[config.mk]
export PLATFORM = sky130hd
export DESIGN_NAME = mat_core_buf
export DESIGN_NICKNAME = d
export VERILOG_FILES = /design/src/rtl/mat_pkg.sv /design/src/rtl/mat_buf_ram.sv /design/src/rtl/mat_core_buf.sv
export SDC_FILE = /design/constraint.sdc
export NUM_CORES = 1
export LEC_CHECK = 0
export CAP_MARGIN = 25
export CORE_UTILIZATION = 49
export DETAILED_ROUTE_END_ITERATION = 8
export PLACE_DENSITY_LB_ADDON = 0.05
export SETUP_SLACK_MARGIN = 0.05
export SLEW_MARGIN = 15
export SYNTH_ARGS = -nofsm -noshare
export SYNTH_HDL_FRONTEND = slang
export SYNTH_HIERARCHICAL = 1
export SYNTH_SLANG_ARGS = --single-unit
export TNS_END_PERCENT = 20
[constraint.sdc]
create_clock -name clk -period 12.9 [get_ports clk]
set_input_delay 1.29 -clock clk [delete_from_list [all_inputs] [get_ports clk]]
set_output_delay 1.29 -clock clk [all_outputs]
set_load 0.05 [all_outputs]
[src/rtl/mat_pkg.sv]
// Shared sizes and types for the per-core matrix buffer.
// Two LANES-wide beats fill one ROWS x COLS matrix.
package mat_pkg;

    localparam int EW    = 8;
    localparam int LANES = 32;
    localparam int ROWS  = 8;
    localparam int COLS  = 8;

    localparam int DEPTH = ROWS * COLS;
    localparam int AW    = $clog2(DEPTH);
    localparam int RIW   = $clog2(ROWS);
    localparam int CW    = $clog2(COLS);
    localparam int LW    = $clog2(LANES);

    typedef enum logic [1:0] {
        EMPTY,
        READY,
        STREAM
    } buf_state_e;

    typedef logic [EW-1:0]      elem_t;
    typedef logic [COLS*EW-1:0] row_t;

endpackage

[src/rtl/mat_buf_ram.sv]
// Matrix storage: one half-matrix-wide write port and one combinational
// whole-row read port.
module mat_buf_ram
    import mat_pkg::*;
(
    input  logic               clk,
    input  logic               we_i,
    input  logic               h_i,
    input  logic [LANES*EW-1:0] wdata_i,
    input  logic [RIW-1:0]     rd_row_i,
    output row_t               rd_data_o
);

    elem_t mem_q [DEPTH];

    // NOTE: the array has no reset; validity is tracked by the parent's
    // half flags, so clearing the storage would only cost logic.
    always_ff @(posedge clk) begin
        if (we_i) begin
            for (int i = 0; i < LANES; i++) begin
                mem_q[{h_i, LW'(i)}] <= wdata_i[i*EW +: EW];
            end
        end
    end

    always_comb begin
        rd_data_o = '0;
        for (int c = 0; c < COLS; c++) begin
            rd_data_o[c*EW +: EW] = mem_q[{rd_row_i, CW'(c)}];
        end
    end

endmodule

[src/rtl/mat_core_buf.sv]
// Per-core matrix buffer: captures two half-matrix beats, then replays
// the matrix row by row over a valid/ready stream.
module mat_core_buf
    import mat_pkg::*;
(
    input  logic                clk,
    input  logic                rst_n,
    input  logic                mat_clr,
    input  logic                mat_we,
    input  logic [AW-1:0]       mat_a,
    input  logic [LANES*EW-1:0] mat_d,
    input  logic                rd_start,
    output logic                row_valid,
    input  logic                row_ready,
    output row_t                row_data,
    output logic [RIW-1:0]      row_idx,
    output logic                row_last,
    output logic                loaded,
    output logic                busy,
    output logic                err
);

    buf_state_e     state_q, state_d;
    logic [1:0]     half_vld_q, half_vld_d;
    logic           loaded_q, loaded_d;
    logic           err_q, err_d;
    logic           row_valid_q, row_valid_d;
    logic [RIW-1:0] row_idx_q, row_idx_d;
    row_t           row_data_q, row_data_d;

    row_t           ram_row;
    logic [RIW-1:0] rd_row;
    logic           addr_ok, wr_ok, wr_bad, start, hs;

    assign addr_ok = (mat_a[AW-2:0] == '0);
    assign wr_ok   = mat_we && !mat_clr && addr_ok && (state_q != STREAM);
    assign wr_bad  = mat_we && !mat_clr && (!addr_ok || (state_q == STREAM));
    assign start   = rd_start && !mat_clr && (state_q == READY);
    assign hs      = row_valid_q && row_ready;
    // Row 0 on a fresh start, otherwise the row after the one being accepted.
    assign rd_row  = start ? '0 : row_idx_q + 1'b1;

    mat_buf_ram u_ram (
        .clk       (clk),
        .we_i      (wr_ok),
        .h_i       (mat_a[AW-1]),
        .wdata_i   (mat_d),
        .rd_row_i  (rd_row),
        .rd_data_o (ram_row)
    );

    always_comb begin
        // NOTE: every next-state signal takes its hold value first, so no
        // path through the branches below can infer a latch.
        state_d     = state_q;
        half_vld_d  = half_vld_q;
        err_d       = err_q;
        row_valid_d = row_valid_q;
        row_idx_d   = row_idx_q;
        row_data_d  = row_data_q;

        if (mat_clr) begin
            state_d     = EMPTY;
            half_vld_d  = 2'b00;
            err_d       = 1'b0;
            row_valid_d = 1'b0;
            row_idx_d   = '0;
        end else begin
            if (wr_ok)  half_vld_d[mat_a[AW-1]] = 1'b1;
            if (wr_bad) err_d = 1'b1;

            case (state_q)
                EMPTY: begin
                    if (&half_vld_d) state_d = READY;
                end
                READY: begin
                    if (start) begin
                        state_d     = STREAM;
                        row_valid_d = 1'b1;
                        row_idx_d   = '0;
                        row_data_d  = ram_row;
                    end
                end
                STREAM: begin
                    if (hs) begin
                        if (row_idx_q == RIW'(ROWS - 1)) begin
                            state_d     = READY;
                            row_valid_d = 1'b0;
                            row_idx_d   = '0;
                        end else begin
                            row_idx_d  = rd_row;
                            row_data_d = ram_row;
                        end
                    end
                end
                default: state_d = EMPTY;
            endcase
        end
        loaded_d = &half_vld_d;
    end

    // NOTE: state registers use non-blocking assignments so every flop
    // samples the pre-edge values computed above.
    always_ff @(posedge clk or negedge rst_n) begin
        if (!rst_n) begin
            state_q     <= EMPTY;
            half_vld_q  <= 2'b00;
            loaded_q    <= 1'b0;
            err_q       <= 1'b0;
            row_valid_q <= 1'b0;
            row_idx_q   <= '0;
            row_data_q  <= '0;
        end else begin
            state_q     <= state_d;
            half_vld_q  <= half_vld_d;
            loaded_q    <= loaded_d;
            err_q       <= err_d;
            row_valid_q <= row_valid_d;
            row_idx_q   <= row_idx_d;
            row_data_q  <= row_data_d;
        end
    end

    assign row_valid = row_valid_q;
    assign row_idx   = row_idx_q;
    assign row_data  = row_data_q;
    assign row_last  = row_valid_q && (row_idx_q == RIW'(ROWS - 1));
    assign loaded    = loaded_q;
    assign busy      = (state_q == STREAM);
    assign err       = err_q;

endmodule

**Word level (Yosys, flattened, before mapping)**

Memory sizes are Yosys's and may differ from the RTL's.
Cells that the tools add are included.

- Bitwise gates (word level): 2
- Eq/ne operators: 11
- Reduce and logical (&&, ||, !) cells: 23
- Mux-type cells: 30
- $lt $le $gt $ge: 2
- Add/subtract/negate cells: 1

Operator list:

| operator | number |
|---|---|
| 2-to-1 mux 64 bit | 3 |
| one-hot mux 64 bit (2 select lines) | 1 |
| 2-to-1 mux 2 bit | 8 |
| 2-to-1 mux 3 bit | 5 |
| logical AND 1 bit | 9 |
| 2-to-1 mux 1 bit | 9 |
| AND reduction 4 bit | 2 |
| inequality test 2 bit, second input constant | 3 |
| inequality test 3 x 2 -> 1 bit, second input constant | 2 |
| inequality test 3 bit, second input constant | 2 |
| one-hot mux 2 bit (3 select lines) | 1 |
| one-hot mux 3 bit (2 select lines) | 1 |
| logical NOT 5 bit | 1 |
| AND reduction 5 bit | 1 |
| AND reduction 2 bit | 2 |
| nonzero test 2 bit | 2 |
| adder 3 x 1 -> 3 bit, second input constant | 1 |
| equality test 3 bit, second input constant | 1 |
| AND reduction 3 bit | 1 |
| nonzero test 3 bit | 1 |
| equality test 2 x 1 -> 1 bit, second input constant | 1 |
| equality test 2 bit, second input constant | 1 |
| logical NOT 1 bit | 2 |
| logical NOT 2 bit | 1 |
| other kinds (8) | 8 |

- Word-level logic and storage cells: 77
- Memory bits (writable): 512
- Bits in registers: 74
- Input bits: 268
- Memories kept: 1

Memories:

| memory | words | width | rd ports | clocked after Yosys merged registers in | wr ports | RTL line | source |
|---|---|---|---|---|---|---|---|
| u_ram.mem_q | 64 | 8 | 8 | 0 | 32 | mat_buf_ram.sv:14 | `elem_t mem_q [DEPTH];` |

**Logic depth before layout (Yosys ltp)**

- Depth in word-level cells: 11
- Depth in mapped cells: 9
- Depth with buffers taken out: 7

**Hierarchy**

Netlist, hierarchy kept.

Modules (own cells, without submodules):

| module | sequential area each (um^2) | area an instance (um^2) | instances | cells each |
|---|---|---|---|---|
| mat_buf_ram | 15,374.7 | 19,219.7 | 1 | 741 |
| mat_core_buf | 1,851.8 | 3,238.1 | 1 | 199 |

**Worst setup path after synthesis**

Ideal clock, no wire load.

- Path kind: input to register
- Start: in mat_a[1]
- End: mem u_ram/mem_q[0][0] (netlist name), enable pin
- Path slack: -1.204 ns
- Arrival: 13.192 ns
- Data required time: 11.988 ns
- Library setup time: 0.912 ns
- Stages: 4
- Cells stage by stage: nor4_1 > nand3_1 > nor2_1 > nor2b_1

RTL lines:

| element | RTL line | source |
|---|---|---|
| start: declaration | mat_core_buf.sv:10 | `input logic [AW-1:0] mat_a,` |
| end: declaration | mat_buf_ram.sv:14 |  |

**Worst setup path in the final report**

- Start: in mat_clr
- End: reg row_data_q[23] (netlist: row_data[23])

- Cells in the longest elaborated chain, start to end: 8
- Elaborated cells between the ends (all ways): 12
- Those cells by class: 1 x eq/ne; 5 x mux; 1 x bitwise; 4 x reduce/logical; 1 x memory

RTL lines:

| element | RTL line | source |
|---|---|---|
| start: declaration | mat_core_buf.sv:8 | `input logic mat_clr,` |
| logical NOT 1 bit * | mat_core_buf.sv:38 | `assign start = rd_start && !mat_clr && (state_q == READY);` |
| logical AND 1 bit * (2 in series) | mat_core_buf.sv:38 |  |
| 2-to-1 mux 3 bit * | mat_core_buf.sv:41 | `assign rd_row = start ? '0 : row_idx_q + 1'b1;` |
| named net rd_row[0] | mat_core_buf.sv:32 | `logic [RIW-1:0] rd_row;` |
| memory read (64 x 8 bit) * | -- |  |
| named net ram_row[23] | mat_core_buf.sv:31 | `row_t ram_row;` |
| 2-to-1 mux 64 bit | mat_core_buf.sv:86 | `if (row_idx_q == RIW'(ROWS - 1)) begin` |
| 2-to-1 mux 64 bit | mat_core_buf.sv:85 | `if (hs) begin` |
| one-hot mux 64 bit (2 select lines) * | mat_core_buf.sv:72 | `case (state_q)` |
| end signal: assignment | mat_core_buf.sv:120 | `row_data_q <= row_data_d;` |
| end: declaration | mat_core_buf.sv:29 | `row_t row_data_q, row_data_d;` |

The timed path passes the listed nets; every way through them passes the cells marked *. The select of a mux whose other input is x is not followed.
A chain may end at the register's enable or synchronous reset.

==> reports/metrics.yaml <==
yosys:
  synthDominantCellAreaShare: 0.685
  muxShareOfSynthArea: 0.203
  syn_nets: 1210
  ys_ff_latch: 586
  synth_compound_gate_area_share: 0.00735
  synth_top_cells_by_area: "sky130_fd_sc_hd__edfxtp_1 68%, sky130_fd_sc_hd__mux4_2 13%, sky130_fd_sc_hd__dfrtp_1 8.2%, sky130_fd_sc_hd__mux2_4 4.0%, sky130_fd_sc_hd__mux2_2 3.5%"
  netlist.top_cell.by_area: "sky130_fd_sc_hd__edfxtp_1"
  synth_warnings: 6
  yosys.area_share.adder: 0.00111
  dominantRegCellSynth: "sky130_fd_sc_hd__edfxtp_1"
  main_combinational_cell_family_by_area_after_synthesis: "multiplexers"
  syn_area_um2: 22500
  synthesis.instances: 940
  synth_simple_gate_area_frac: 0.00585
  ys_seq_area_frac: 0.767
  number_of_synthesized_flops_with_an_enable_pin: 512
  synth-xor-area-share: 0
  avgSynthCellArea_um2: 23.9
  yosys.cell_types.count: 34
  ys_async_sr_fraction: 0.126
critical_path:
  cp_data_required_time_ns: 13.38
  worst_setup_path_end_kind: "flip-flop"
  worstSetupStartpointType: "input pin"
  timing.reg2reg.setup_slack_ns: 8.70
  worst-path-max-fanout: 35
  rr_startpoint: "state_q[1]"
  timing.setup.critical_path_class: "in -> reg"
  critical_path_arrival_ns: 5.54
  startpoint: "mat_clr"
grt:
  grt_antenna_before_repair: 16
  grt_first_pass_wirelength_um: 70700
  grt_max_degree: 186
  overflow: 0
  global_route.usage.total: 0.206
  first_global_vias: 11600
route:
  routed_wirelength_um: 46800
  vias_per_cell: 5.33
  drc: 0
  via_count: 10500
  routedWlPerCell_um: 23.7
  final_antenna_net_count: 0
  firstDrtPassIters: 4
  first_iter_violations: 681
floorplan:
  die_width_um: 216
  die_area_um2: 46700
  chip_height_um: 216
  row_count: 78
  starting_density_of_the_core: 0.496
  fp.coreArea_um2: 45300
  boundaryPins: 340
sta:
  final-hold-violation-count: 0
  finClkSkew_ns: 0.0141
  totalNegativeSetupSlack_ns: 0
  final_period_minus_worst_setup_slack_ns: 5.06
  max_slew_violation_count: 0
  min_period_over_period: 0.392
  total_setup_violations_reported_at_the_end_of_the_flow: 0
  grt_setup_unrepaired: "no"
  max_slew.worst_pin.slew_ns: 1.12
  max_slew_margin: 0.251
  maximum_clock_rate_mhz: 198
clocking:
  cts-resized-gates: 0
  clk_transition_reported_paths_ns: 0.06
  cts.sinks: 586
  htreeDepth: 2
  post_cts_hold_buffer_count: 0
  clock_tree.buffer_depth: 3
  cts_buffers: 60
  ctsRootBufferMaster: "sky130_fd_sc_hd__clkbuf_16"
  worstSkewPairLatency_ns: 0.60
  post_cts.repair.setup_buffers: 0
  cts_tree: "built"
outcome:
  status: "complete, no violations"
cells_and_area:
  drive_gt1_frac: 0.272
  non_filler_cell_area_final_um2: 28500
  layout-area-overhead-vs-synth_pct: 26.8
  layoutNonFillerInstCount: 1974
  fin_util: 0.629
  fin_nets: 1584
power_and_ir_drop:
  power_switching_mw: 0.784
  netSwitchingFraction: 0.197
  total_power_mw: 3.99
  max-vdd-ir-drop_v: 0.000117
  powerDensity_nw_per_um2: 140
  p_int_mw: 3.21
  p_leak_nw: 9.56
  power_frac_seq: 0.523
  clock_power_share: 0.427
  share_comb_of_total_power: 0.050
placed_design:
  port-buffer-count: 339
  detailed_place_hpwl_um: 28800
  dpl_cell_area_um2: 26500
  place_congestion: 0.789
  post-place-cells: 1852
hold_path:
  hold_class: "reg -> reg"
  worst_hold_startpoint: "row_data[1]"
flow_run:
  drv.max_cap_violation_count: 0
[Yosys cell counts, drive strengths merged (2+ instances only)]
cell and instances:
a21oi 9, clkbuf 10, a41oi 2, nand3 4, dfrtp 74, nand2 2, mux4 128, nor2 7
a2111o 3, inv 7, edfxtp 512, and2 2, mux2 129, nor2b 2, ha 2, buf 34
[stage by stage]
step,setup slack [ns],hold WS (ns)
finish,7.84,0.506
global route,7.50,0.527
CTS,7.74,0.512
detailed placement,7.11,0.491
global placement,6.80,0.495
floorplan,3.78,0.482
[final timing paths]
check	endpoint	cells past startpoint
hold reg to reg	row_data[1]	1
min in group asynchronous	row_data[12]	1
hold / removal	row_data[1]	1
max in group asynchronous	row_data[38]	2
setup / recovery	row_data[23]	8
setup reg to reg	row_data[23]	8
[flip-flops by register name, summed over array words and instances, names as in the netlist]
signal / flops
half_vld_q: 2
u_ram/mem_q: 512
err: 1
row_data: 64
row_idx: 3
loaded: 1
state_q: 2
row_valid: 1
[layer usage]
| layer | routed length [um] | vias to the layer above | global-route usage |
|---|---|---|---|
| li1 | - | 4714 | - |
| met1 | 19000 | 5445 | 0.265 |
| met2 | 23400 | 269 | 0.335 |
| met3 | 3170 | 78 | 0.0612 |
| met4 | 1130 | 14 | 0.0728 |
| met5 | 98 | - | 0 |
[power by group through the flow]
stage | registers [mW] | logic (mW) | clock network, mW
global placement | 2.13 | 0.197 | 0
CTS | 2.09 | 0.201 | 1.75
finish | 2.09 | 0.199 | 1.70
global route | 2.09 | 0.210 | 1.82
detailed placement | 2.13 | 0.200 | 0
floorplan | 2.17 | 0.0214 | 0
[final cells by class]
type / instances / area, um^2
Timing Repair Buffer: 356 / 3570
Clock inverter: 24 / 249
Inverter: 7 / 26.3
Multi-Input combinational cell: 303 / 4910
Sequential cell: 586 / 17200
Antenna cell: 10 / 25.0
Fill cell: 3205 / 16800
Clock buffer: 88 / 1720
Tap cell: 600 / 751
[critical path: stages]
cell                              delay [ns]
sky130_fd_sc_hd__clkdlybuf4s50_1        0.81
sky130_fd_sc_hd__nor2_1                 0.27
sky130_fd_sc_hd__nor2_4                 0.62
sky130_fd_sc_hd__buf_4                  0.73
sky130_fd_sc_hd__buf_4                  0.65
sky130_fd_sc_hd__mux4_2                 0.59
sky130_fd_sc_hd__mux2_2                 0.28
sky130_fd_sc_hd__mux2_4                 0.25
[logic make-up after synthesis]
family,count (synthesis)
mux,257
fa+ha+maj,2
simple gates,23
buf+inv,51
compound gates,21
flops,586
[cell usage in the layout, fill, tap and decap left out, types with 2 or more instances in the layout]
cell and n:
sky130_fd_sc_hd__mux4_2 128, sky130_fd_sc_hd__buf_4 15, sky130_fd_sc_hd__clkinv_2 8, sky130_fd_sc_hd__a21oi_1 9, sky130_fd_sc_hd__clkinvlp_4 2, sky130_fd_sc_hd__dfrtp_1 74
sky130_fd_sc_hd__mux2_4 60, sky130_fd_sc_hd__inv_1 6, sky130_fd_sc_hd__clkinv_4 2, sky130_fd_sc_hd__buf_16 2, sky130_fd_sc_hd__mux2_2 69, sky130_fd_sc_hd__clkinv_1 7
sky130_fd_sc_hd__a2111o_1 3, sky130_fd_sc_hd__bufinv_16 5, sky130_fd_sc_hd__a41oi_1 2, sky130_fd_sc_hd__nor2_4 3, sky130_fd_sc_hd__ha_1 2, sky130_fd_sc_hd__nand2_1 2
sky130_fd_sc_hd__nor2_1 4, sky130_fd_sc_hd__nand3_1 4, sky130_fd_sc_hd__edfxtp_1 512, sky130_fd_sc_hd__clkbuf_8 9, sky130_fd_sc_hd__clkbuf_1 18, sky130_fd_sc_hd__diode_2 10
sky130_fd_sc_hd__clkdlybuf4s50_1 338, sky130_fd_sc_hd__clkbuf_16 61
Note: power is estimated with default switching activity, not from simulation.
